==> src/rtl/pet_pkg.sv <==
// Shared definitions for the pet stat engine front end: action codes,
// scheduler state encoding and the round-robin pick helper.
package pet_pkg;

    localparam int unsigned NUM_ACT = 4;

    typedef enum logic [1:0] {
        ACT_FEED = 2'd0,
        ACT_REST = 2'd1,
        ACT_PLAY = 2'd2,
        ACT_HEAL = 2'd3
    } act_e;

    typedef enum logic {
        ST_IDLE  = 1'b0,
        ST_OFFER = 1'b1
    } sched_state_e;

    // First set request at or after ptr, wrapping 3->0.
    function automatic logic [1:0] rr_pick(input logic [NUM_ACT-1:0] req,
                                           input logic [1:0]         ptr);
        logic [1:0] pick;
        logic [1:0] idx;
        logic       found;
        pick  = ptr;
        found = 1'b0;
        for (int unsigned k = 0; k < NUM_ACT; k++) begin
            idx = ptr + 2'(k);
            if (!found && req[idx]) begin
                pick  = idx;
                found = 1'b1;
            end
        end
        return pick;
    endfunction

endpackage

==> src/rtl/pet_cooldown_timer.sv <==
// Single-channel cooldown: loaded on issue, counts seconds down to zero.
module pet_cooldown_timer #(
    parameter int unsigned COOLDOWN_S = 3
) (
    input  logic clk,
    input  logic rst,
    input  logic load_i,
    input  logic tick_i,
    output logic busy_o
);

    localparam int unsigned CW = $clog2(COOLDOWN_S + 1);

    logic [CW-1:0] cnt_q, cnt_d;

    // Load has priority over a coincident tick; decrement saturates at zero.
    always_comb begin
        cnt_d = cnt_q;
        if (load_i) begin
            cnt_d = CW'(COOLDOWN_S);
        end else if (tick_i && (cnt_q != '0)) begin
            cnt_d = cnt_q - CW'(1);
        end
    end

    // Counter register, cleared by the active-low synchronous reset.
    always_ff @(posedge clk) begin
        if (!rst) cnt_q <= '0;
        else      cnt_q <= cnt_d;
    end

    assign busy_o = (cnt_q != '0);

endmodule

==> src/rtl/pet_action_scheduler.sv <==
// Turns raw action request levels into serialized valid/ready action
// transactions with edge capture, per-action cooldown and round-robin
// arbitration; also generates the shared one-second tick.
module pet_action_scheduler
    import pet_pkg::*;
#(
    parameter int unsigned TICK_DIV   = 50,
    parameter int unsigned COOLDOWN_S = 3
) (
    input  logic         clk,
    input  logic         rst,
    input  logic         req_feed,
    input  logic         req_rest,
    input  logic         req_play,
    input  logic         req_heal,
    input  logic         test_mode,
    input  logic         dead,
    output logic         act_valid,
    output logic [1:0]   act_id,
    input  logic         act_ready,
    output logic         sec_tick,
    output logic [3:0]   pending,
    output logic [3:0]   cooldown_busy
);

    localparam int unsigned PW = (TICK_DIV > 1) ? $clog2(TICK_DIV) : 1;

    logic [PW-1:0]      presc_q, presc_d;
    logic               sec_tick_q, sec_tick_d;
    logic [NUM_ACT-1:0] req_now, prev_q, rise;
    logic [NUM_ACT-1:0] pending_q, pending_d;
    logic [NUM_ACT-1:0] load, busy;
    sched_state_e       state_q, state_d;
    logic [1:0]         act_id_q, act_id_d;
    logic [1:0]         ptr_q, ptr_d;
    logic               xfer;
    logic               block;

    assign req_now = {req_heal, req_play, req_rest, req_feed};
    assign rise    = req_now & ~prev_q;
    assign block   = test_mode | dead;

    // Free-running prescaler; the tick is registered one cycle after wrap count.
    always_comb begin
        sec_tick_d = (presc_q == PW'(TICK_DIV - 1));
        presc_d    = sec_tick_d ? '0 : presc_q + PW'(1);
    end

    // Scheduler next state: pick in IDLE, hold offer until accept or abort.
    always_comb begin
        state_d  = state_q;
        act_id_d = act_id_q;
        ptr_d    = ptr_q;
        xfer     = 1'b0;
        case (state_q)
            ST_IDLE: begin
                if ((pending_q != '0) && !block) begin
                    act_id_d = rr_pick(pending_q, ptr_q);
                    state_d  = ST_OFFER;
                end
            end
            ST_OFFER: begin
                if (act_ready) begin
                    xfer    = 1'b1;
                    ptr_d   = act_id_q + 2'd1;
                    state_d = ST_IDLE;
                end else if (block) begin
                    state_d = ST_IDLE;
                end
            end
        endcase
    end

    // Pending set from admissible rises; issued-channel clear and blocking win.
    always_comb begin
        pending_d = pending_q | (rise & ~busy);
        if (xfer) pending_d[act_id_q] = 1'b0;
        if (block) pending_d = '0;
    end

    assign load = xfer ? (NUM_ACT'(1) << act_id_q) : '0;

    // All scheduler registers; history resets high so held inputs need re-press.
    always_ff @(posedge clk) begin
        if (!rst) begin
            presc_q    <= '0;
            sec_tick_q <= 1'b0;
            prev_q     <= '1;
            pending_q  <= '0;
            state_q    <= ST_IDLE;
            act_id_q   <= '0;
            ptr_q      <= '0;
        end else begin
            presc_q    <= presc_d;
            sec_tick_q <= sec_tick_d;
            prev_q     <= req_now;
            pending_q  <= pending_d;
            state_q    <= state_d;
            act_id_q   <= act_id_d;
            ptr_q      <= ptr_d;
        end
    end

    for (genvar g = 0; g < NUM_ACT; g++) begin : g_cd
        pet_cooldown_timer #(.COOLDOWN_S(COOLDOWN_S)) u_cd (
            .clk    (clk),
            .rst    (rst),
            .load_i (load[g]),
            .tick_i (sec_tick_q),
            .busy_o (busy[g])
        );
    end

    assign act_valid     = (state_q == ST_OFFER);
    assign act_id        = act_id_q;
    assign sec_tick      = sec_tick_q;
    assign pending       = pending_q;
    assign cooldown_busy = busy;

endmodule

==> config.mk <==
export PLATFORM = sky130hd
export DESIGN_NAME = pet_action_scheduler
export DESIGN_NICKNAME = d
export VERILOG_FILES = /design/src/rtl/pet_pkg.sv /design/src/rtl/pet_cooldown_timer.sv /design/src/rtl/pet_action_scheduler.sv
export SDC_FILE = /design/constraint.sdc
export NUM_CORES = 1
export LEC_CHECK = 0
export CAP_MARGIN = 10
export CORE_MARGIN = 3
export CORE_UTILIZATION = 56
export DETAILED_ROUTE_END_ITERATION = 10
export GPL_ROUTABILITY_DRIVEN = 0
export PLACE_DENSITY_LB_ADDON = 0.2
export SYNTH_ARGS = -nofsm -noshare
export SYNTH_HDL_FRONTEND = slang
export SYNTH_SLANG_ARGS = --single-unit
==> constraint.sdc <==
create_clock -name clk -period 3.7 [get_ports clk]
set_clock_uncertainty 0.1 [all_clocks]
set_input_delay 0.37 -clock clk [delete_from_list [all_inputs] [get_ports clk]]
set_output_delay 0.37 -clock clk [all_outputs]
set_load 0.005 [all_outputs]
==> results of run 1 <==
worst min-delay path by stage:
stage	depth (start not counted)	endpoint	startpoint	slack, ns
after CTS	1	presc_q[0]	presc_q[0]	0.39
final	1	presc_q[0]	presc_q[0]	0.38
after detailed placement	1	presc_q[0]	presc_q[0]	0.36
after global placement	1	presc_q[0]	presc_q[0]	0.35
after global routing	1	presc_q[0]	presc_q[0]	0.41
after floorplan	1	presc_q[0]	presc_q[0]	0.33
per-stage QoR:
step                      setup slack [ns]  cells  utilization [%]
after floorplan                      2.279    151                -
after global placement               1.637    192            72.48
after detailed placement             1.561    192            72.48
after CTS                            1.660    196            74.22
after global routing                 1.588    196            74.22
final                                1.682    196            74.22
state kept, by name (all words and copies together) (netlist names):
register / cells
act_id: 2
presc_q: 6
pending: 4
act_valid: 1
prev_q: 4
sec_tick: 1
ptr_q: 2
g_cd.u_cd.cnt_q: 8
routing by layer:
layer	vias to the layer above	wire, um
met4	0	26
met3	4	153
li1	535	-
met2	30	1284
met5	-	0
met1	486	1156
cell usage in the layout (no fill, tap or decap), drive strengths merged, types with 2 or more instances in the layout:
| cell type | instances |
|---|---|
| nor2 | 10 |
| clkdlybuf4s50 | 20 |
| nor3b | 3 |
| nor4 | 3 |
| inv | 21 |
| nand2 | 11 |
| dfxtp | 28 |
| a21oi | 13 |
| nand3 | 3 |
| nand2b | 7 |
| o21ai | 5 |
| xnor2 | 6 |
| xor2 | 2 |
| clkbuf | 4 |
| a31oi | 3 |
| ha | 10 |
| nor2b | 7 |
logic make-up (layout without fill, tap and decap cells):
kind of cell,count (synthesis),after routing,synth area share [%]
AOI/OAI and AO/OA,28,28,13.06
muxes,1,1,0.7627
buffers and inverters,27,45,8.866
DFF,28,28,42.71
xor gates and xnor gates,8,8,5.339
adders and majority gates,10,10,9.533
and+or+nand+nor,49,49,19.73
final cells by class:
class                   instances  area (sq um)  area share [%]
well taps                      27         33.78           2.186
inverters                      21         78.83           5.101
repair buffers                 20         200.2           12.96
multi-input cells              96         635.6           41.13
clock buffers                   4         36.28           2.348
flip-flops and latches         28         560.5           36.28
power by group through the flow:
stage / sequential, W / clock, W / combinational, W
after floorplan: 0.000318 / 0 / 0.0000150
after global placement: 0.000318 / 0 / 0.0000289
after detailed placement: 0.000319 / 0 / 0.0000297
after CTS: 0.000312 / 0.000150 / 0.0000300
after global routing: 0.000313 / 0.000162 / 0.0000341
final: 0.000312 / 0.000144 / 0.0000302
==> reports/metrics.cfg, run 1 <==
[power]
intPower_w=0.0003837
post-layout-total-power_w=0.0004860
pleak_nw=0.5766
switching_share_pct=21.03
ir_worst_vdd_v=0.0002466
power_frac_seq_pct=64.2
netSwitchingPower_w=0.0001022
combPwrFrac_pct=6.2
part_of_the_total_power_dissipated_in_the_clock_network_pct=29.6
power_density_nw_per_um2=314.5

[die]
die_area_sq_um=2960
placementRows=16
die_h_um=54.41
io_pins=21
core_area_sq_um=2082
initial_core_util_pct=63.04
die_w_um=54.41

[routing]
via_count=1055
postRouteWirelength_um=2621
routed_vias_inst=5.383
post-route-drc-count=0
drt_first_pass_iters=4
initialDrtViolationCount=26
post_route_ant_nets=0
detail_route.wl_per_cell_um=13.37

[setup_path]
worstPathRequired_ns=3.23
timing.critical_path.depth=4
path_buf_inv=3
r2r_start=pending[0]
crit_fanout=3
critical_path.cell_chain=inv_1 -> ha_1 -> inv_1 -> clkdlybuf4s50_1
rrSetupSlack_ns=2.11
critical_path.endpoint=cooldown_busy[1]
start_kind=flip-flop
critical_path_arrival_ns=1.55
path_delay_family=buffers and inverters
worst_setup_path_end_kind=output port
regToRegEndpoint=act_id[0]
timing.reg2reg.worst_path_depth=3
timing.setup.critical_path_class=reg -> out
timing.critical_path.mode_cell=sky130_fd_sc_hd__inv_1
critical_path.max_stage_delay_ns=0.49
worstSetupStartpoint=g_cd[1].u_cd.cnt_q[0]
critical-path-slowest-cell=sky130_fd_sc_hd__clkdlybuf4s50_1

[clock_tree]
cts_resized=0
root_buffer=sky130_fd_sc_hd__clkbuf_4
cts_max_path_buffers=2
clock-sinks=28
post_cts_buffers=0
worst_skew_pair.late_latency_ns=0.32
clkTransAtPathRegs_ns=0.14
cts_tree=yes
cts-htree-levels=1
cts-hold-fix-buffers=0
tritoncts.num_buffers=3

[synth]
share_of_synthesized_area_occupied_by_flip_flops_and_latches_pct=42.71
post_synth_num_cell_types=30
synthesis.nets=170
syn-cell-area_sq_um=1313
number_of_enable_type_register_cells_in_the_synthesized_netlist=0
synth_cells=151
synthArstFlopShare_pct=0
synth_ff_type=sky130_fd_sc_hd__dfxtp_1
post_synth_main_area_contributors=sky130_fd_sc_hd__dfxtp_1 (43%), sky130_fd_sc_hd__ha_1 (9.5%), sky130_fd_sc_hd__inv_1 (6.0%), sky130_fd_sc_hd__a21oi_1 (5.0%), sky130_fd_sc_hd__xnor2_1 (4.0%)
synth_area_leader_cell=sky130_fd_sc_hd__dfxtp_1
ys_top_cells_by_count=sky130_fd_sc_hd__dfxtp_1 (28), sky130_fd_sc_hd__inv_1 (21), sky130_fd_sc_hd__a21oi_1 (13), sky130_fd_sc_hd__nand2_1 (11)
yosys.cell_count.top_type=sky130_fd_sc_hd__dfxtp_1
synth.yosys.warnings=0
syn_area_per_cell_sq_um=8.692
synth_top_area_share_pct=42.71
postSynthRegisterBits=28

[place]
io_buffer_count=20
dp_hpwl_um=2031
place_area_sq_um=1509

[global_route]
use_met3_pct=3.815
gr-max-usage-layer=met2
global_route.usage.met2_pct=37.05
grt_antenna_before_repair=0
met1_usage_pct=25.96
grt_first_pass_wirelength_um=4560
grt-ovfl-total=0
global_route.usage.total_pct=21.37
first_global_vias=1045
grt_max_degree=16

[cells_and_area]
fillerInstances=169
inserted_diodes=0
post_route_cells_drive_above_1_share_pct=3.550
num-nets-final=189
layout-area-overhead-vs-synth_pct=17.73
stdcell_area_sq_um=1545

[sta]
timing.setup.tns_ns=0
max_slew.worst_pin.slew_ns=0.6907
holdWs_ns=0.3793
slew_headroom_pct=53.56
finalCritPeriodShare_pct=54.54
max_clock_freq_ghz=0.4956
finalSetupViolations=0
layout_min_cycle_time_ns=2.018
rsz0062_at_grt=false
hold_violations=0
slew_violations=0

[job]
maxCapViolCount=0

[run_status]
run_status=finished, final reports clean

[min_path]
min-delay-path-class=reg -> reg

Note: power is estimated with default switching activity, not from simulation.
==> run 2, diff against run 1 <==
--- a/config.mk
+++ b/config.mk
@@ -7,7 +7,7 @@
 export LEC_CHECK = 0
 export CAP_MARGIN = 10
 export CORE_MARGIN = 3
-export CORE_UTILIZATION = 56
+export CORE_UTILIZATION = 47
 export DETAILED_ROUTE_END_ITERATION = 10
 export GPL_ROUTABILITY_DRIVEN = 0
 export PLACE_DENSITY_LB_ADDON = 0.2
==> constraint.sdc (replaced) <==
create_clock -name clk -period 1.7 [get_ports clk]
set_clock_uncertainty 0.1 [all_clocks]
set_input_delay 0.17 -clock clk [delete_from_list [all_inputs] [get_ports clk]]
set_output_delay 0.17 -clock clk [all_outputs]
set_load 0.005 [all_outputs]
==> reports/metrics.cfg, run 2 (synthesis gave the netlist of run 1 again) <==
[routing]
detailroute.wirelength.met2_um=1434  ; +12%
routed_vias_inst=5.135  ; -4.6%
post_route_ant_nets=0  ; unchanged
initialDrtViolationCount=29  ; +12%
detail_route.wl_per_cell_um=13.31  ; -0.45%
drt-met1-wl_um=1168  ; +1.0%
post-route-drc-count=0  ; unchanged
met3_wirelength_um=150  ; -2.0%
drt_first_pass_iters=4  ; unchanged
postRouteWirelength_um=2769  ; +5.6%
highest_signal_layer_in_the_routed_design=met4
via_count=1068  ; +1.2%

[min_path]
min-delay-path-class=in -> reg

[sta]
timing.setup.tns_ns=0  ; unchanged
holdWs_ns=0.3350  ; -0.04426 ns
slew_violations=0  ; unchanged
slew_headroom_pct=56.84  ; +3.3 points
finalCritPeriodShare_pct=95.59
layout_min_cycle_time_ns=1.625
rsz0062_at_grt=false
max_slew.worst_pin.slew_ns=0.6415  ; -0.04914 ns
hold_violations=0  ; unchanged
finalSetupViolations=0  ; unchanged
max_clock_freq_ghz=0.6154

[power]
switching_share_pct=21.75  ; +0.72 points
part_of_the_total_power_dissipated_in_the_clock_network_pct=30.0  ; +0.4 points
ir_worst_vdd_v=0.0006870  ; +180%
netSwitchingPower_w=0.0002336  ; +130%
power_density_nw_per_um2=656.5  ; +110%
combPwrFrac_pct=6.9  ; +0.7 points
intPower_w=0.0008401  ; +120%
power_frac_seq_pct=63.2  ; -1.0 points
pleak_nw=0.6446  ; +12%

[global_route]
grt_antenna_before_repair=0  ; unchanged
first_global_vias=1078  ; +3.2%
grt-ovfl-total=0  ; unchanged
grt_max_degree=16  ; unchanged
grt_first_pass_wirelength_um=4892  ; +7.3%
global_route.usage.total_pct=18.32  ; -3.0 points

[die]
placementRows=18  ; +2
io_pins=21  ; unchanged
core_area_sq_um=2567  ; +23%
die_area_sq_um=3463  ; +17%
die_h_um=58.85  ; +8.2%
initial_core_util_pct=51.12  ; -12 points
die_w_um=58.85  ; +8.2%

[clock_tree]
cts-hold-fix-buffers=0  ; unchanged
tritoncts.num_buffers=3  ; unchanged
clock-sinks=28  ; unchanged
cts-htree-levels=1  ; unchanged
cts_tree=yes
cts_max_path_buffers=2  ; unchanged
clkTransAtPathRegs_ns=0.14  ; about the same
worst_skew_pair.late_latency_ns=0.33  ; about the same
root_buffer=sky130_fd_sc_hd__clkbuf_4

[cells_and_area]
post_route_cells_drive_above_1_share_pct=15.17  ; +12 points
biggestRegsByFlops=g_cd.u_cd.cnt_q: 8 flops, presc_q: 6 flops
num-nets-final=198  ; +4.8%
layout_common_cells=sky130_fd_sc_hd__inv_1 (21), sky130_fd_sc_hd__dfxtp_1 (21), sky130_fd_sc_hd__clkdlybuf4s50_1 (16), sky130_fd_sc_hd__a21oi_1 (13), sky130_fd_sc_hd__nand2_1 (11)
layout-area-overhead-vs-synth_pct=24.59
max_reg_flops=8  ; unchanged
inserted_diodes=0  ; unchanged
top_register=g_cd.u_cd.cnt_q
fillerInstances=237  ; +40%

[setup_path]
critical_path_arrival_ns=1.36  ; -0.19 ns
critical_path.max_stage_delay_ns=0.50  ; about the same
path_delay_family=buffers and inverters
worstPathRequired_ns=1.43  ; -1.80 ns
crit_fanout=6  ; +3
critical_path.cell_chain=buf_4 -> clkdlybuf4s50_1
start_kind=flip-flop
timing.setup.critical_path_class=reg -> out
critical-path-slowest-cell=sky130_fd_sc_hd__clkdlybuf4s50_1
worst_setup_path_end_kind=output port
path_buf_inv=2  ; -1

[job]
maxCapViolCount=0  ; unchanged

[run_status]
run_status=finished, final reports clean

[place]
io_buffer_count=20  ; unchanged
dp_hpwl_um=2146  ; +5.7%

[run 2: metal layers]
layer  global-route usage, %  vias up
met4                   2.913        0
li1                        -      551
met3                   4.605        2
met2                   32.81       23
met1                   22.36      492
met5                       0        -
[run 2: power by group through the flow]
stage                     Clock (W)  Combinational, W  Sequential (W)
after CTS                  0.000329         0.0000738        0.000678
after detailed placement          0         0.0000733        0.000692
after floorplan                   0         0.0000326        0.000691
final                      0.000322         0.0000737        0.000678
after global routing       0.000359         0.0000816        0.000680
after global placement            0         0.0000705        0.000692
[run 2: final timing paths]
path                              endpoint       start  slack (ns)  cells past startpoint
worst max-delay path            pending[1]  pending[1]        0.07                      2
worst min-delay path             prev_q[0]    req_feed        0.34                      2
worst max register to register   act_id[0]  pending[3]        0.18                      3
worst min register to register  presc_q[0]  presc_q[0]        0.39                      1
[run 2: final cells by class]
cell class	instances	area, sq um	area share, %
timing repair buffer	29	262.8	16.07
tap	30	37.54	2.295
clock buffer	4	36.28	2.219
inverter	21	78.83	4.820
multi-input combinational	96	650.6	39.79
sequential	28	569.3	34.81
[run 2: stage by stage]
step | instances | setup slack, ns | util, % | instance area, sq um | total power (W)
floorplan | 151 | 0.2793 | - | 1313 | 0.0007239
global placement | 200 | 0.05921 | 60.38 | 1550 | 0.0007622
detailed placement | 200 | 0.02065 | 60.38 | 1550 | 0.0007655
CTS | 208 | 0.07111 | 63.45 | 1629 | 0.001080
global route | 208 | 0.01832 | 63.69 | 1635 | 0.001121
finish | 208 | 0.07491 | 63.69 | 1635 | 0.001074
[run 2: repair_timing]
action / CTS / global route
endpoints found under the hold margin: 0 / 0
resized for setup: 14 / 2
buffers inserted: 4 / 0
setup endpoints to repair: 4 / 7
pin swaps: 0 / 0
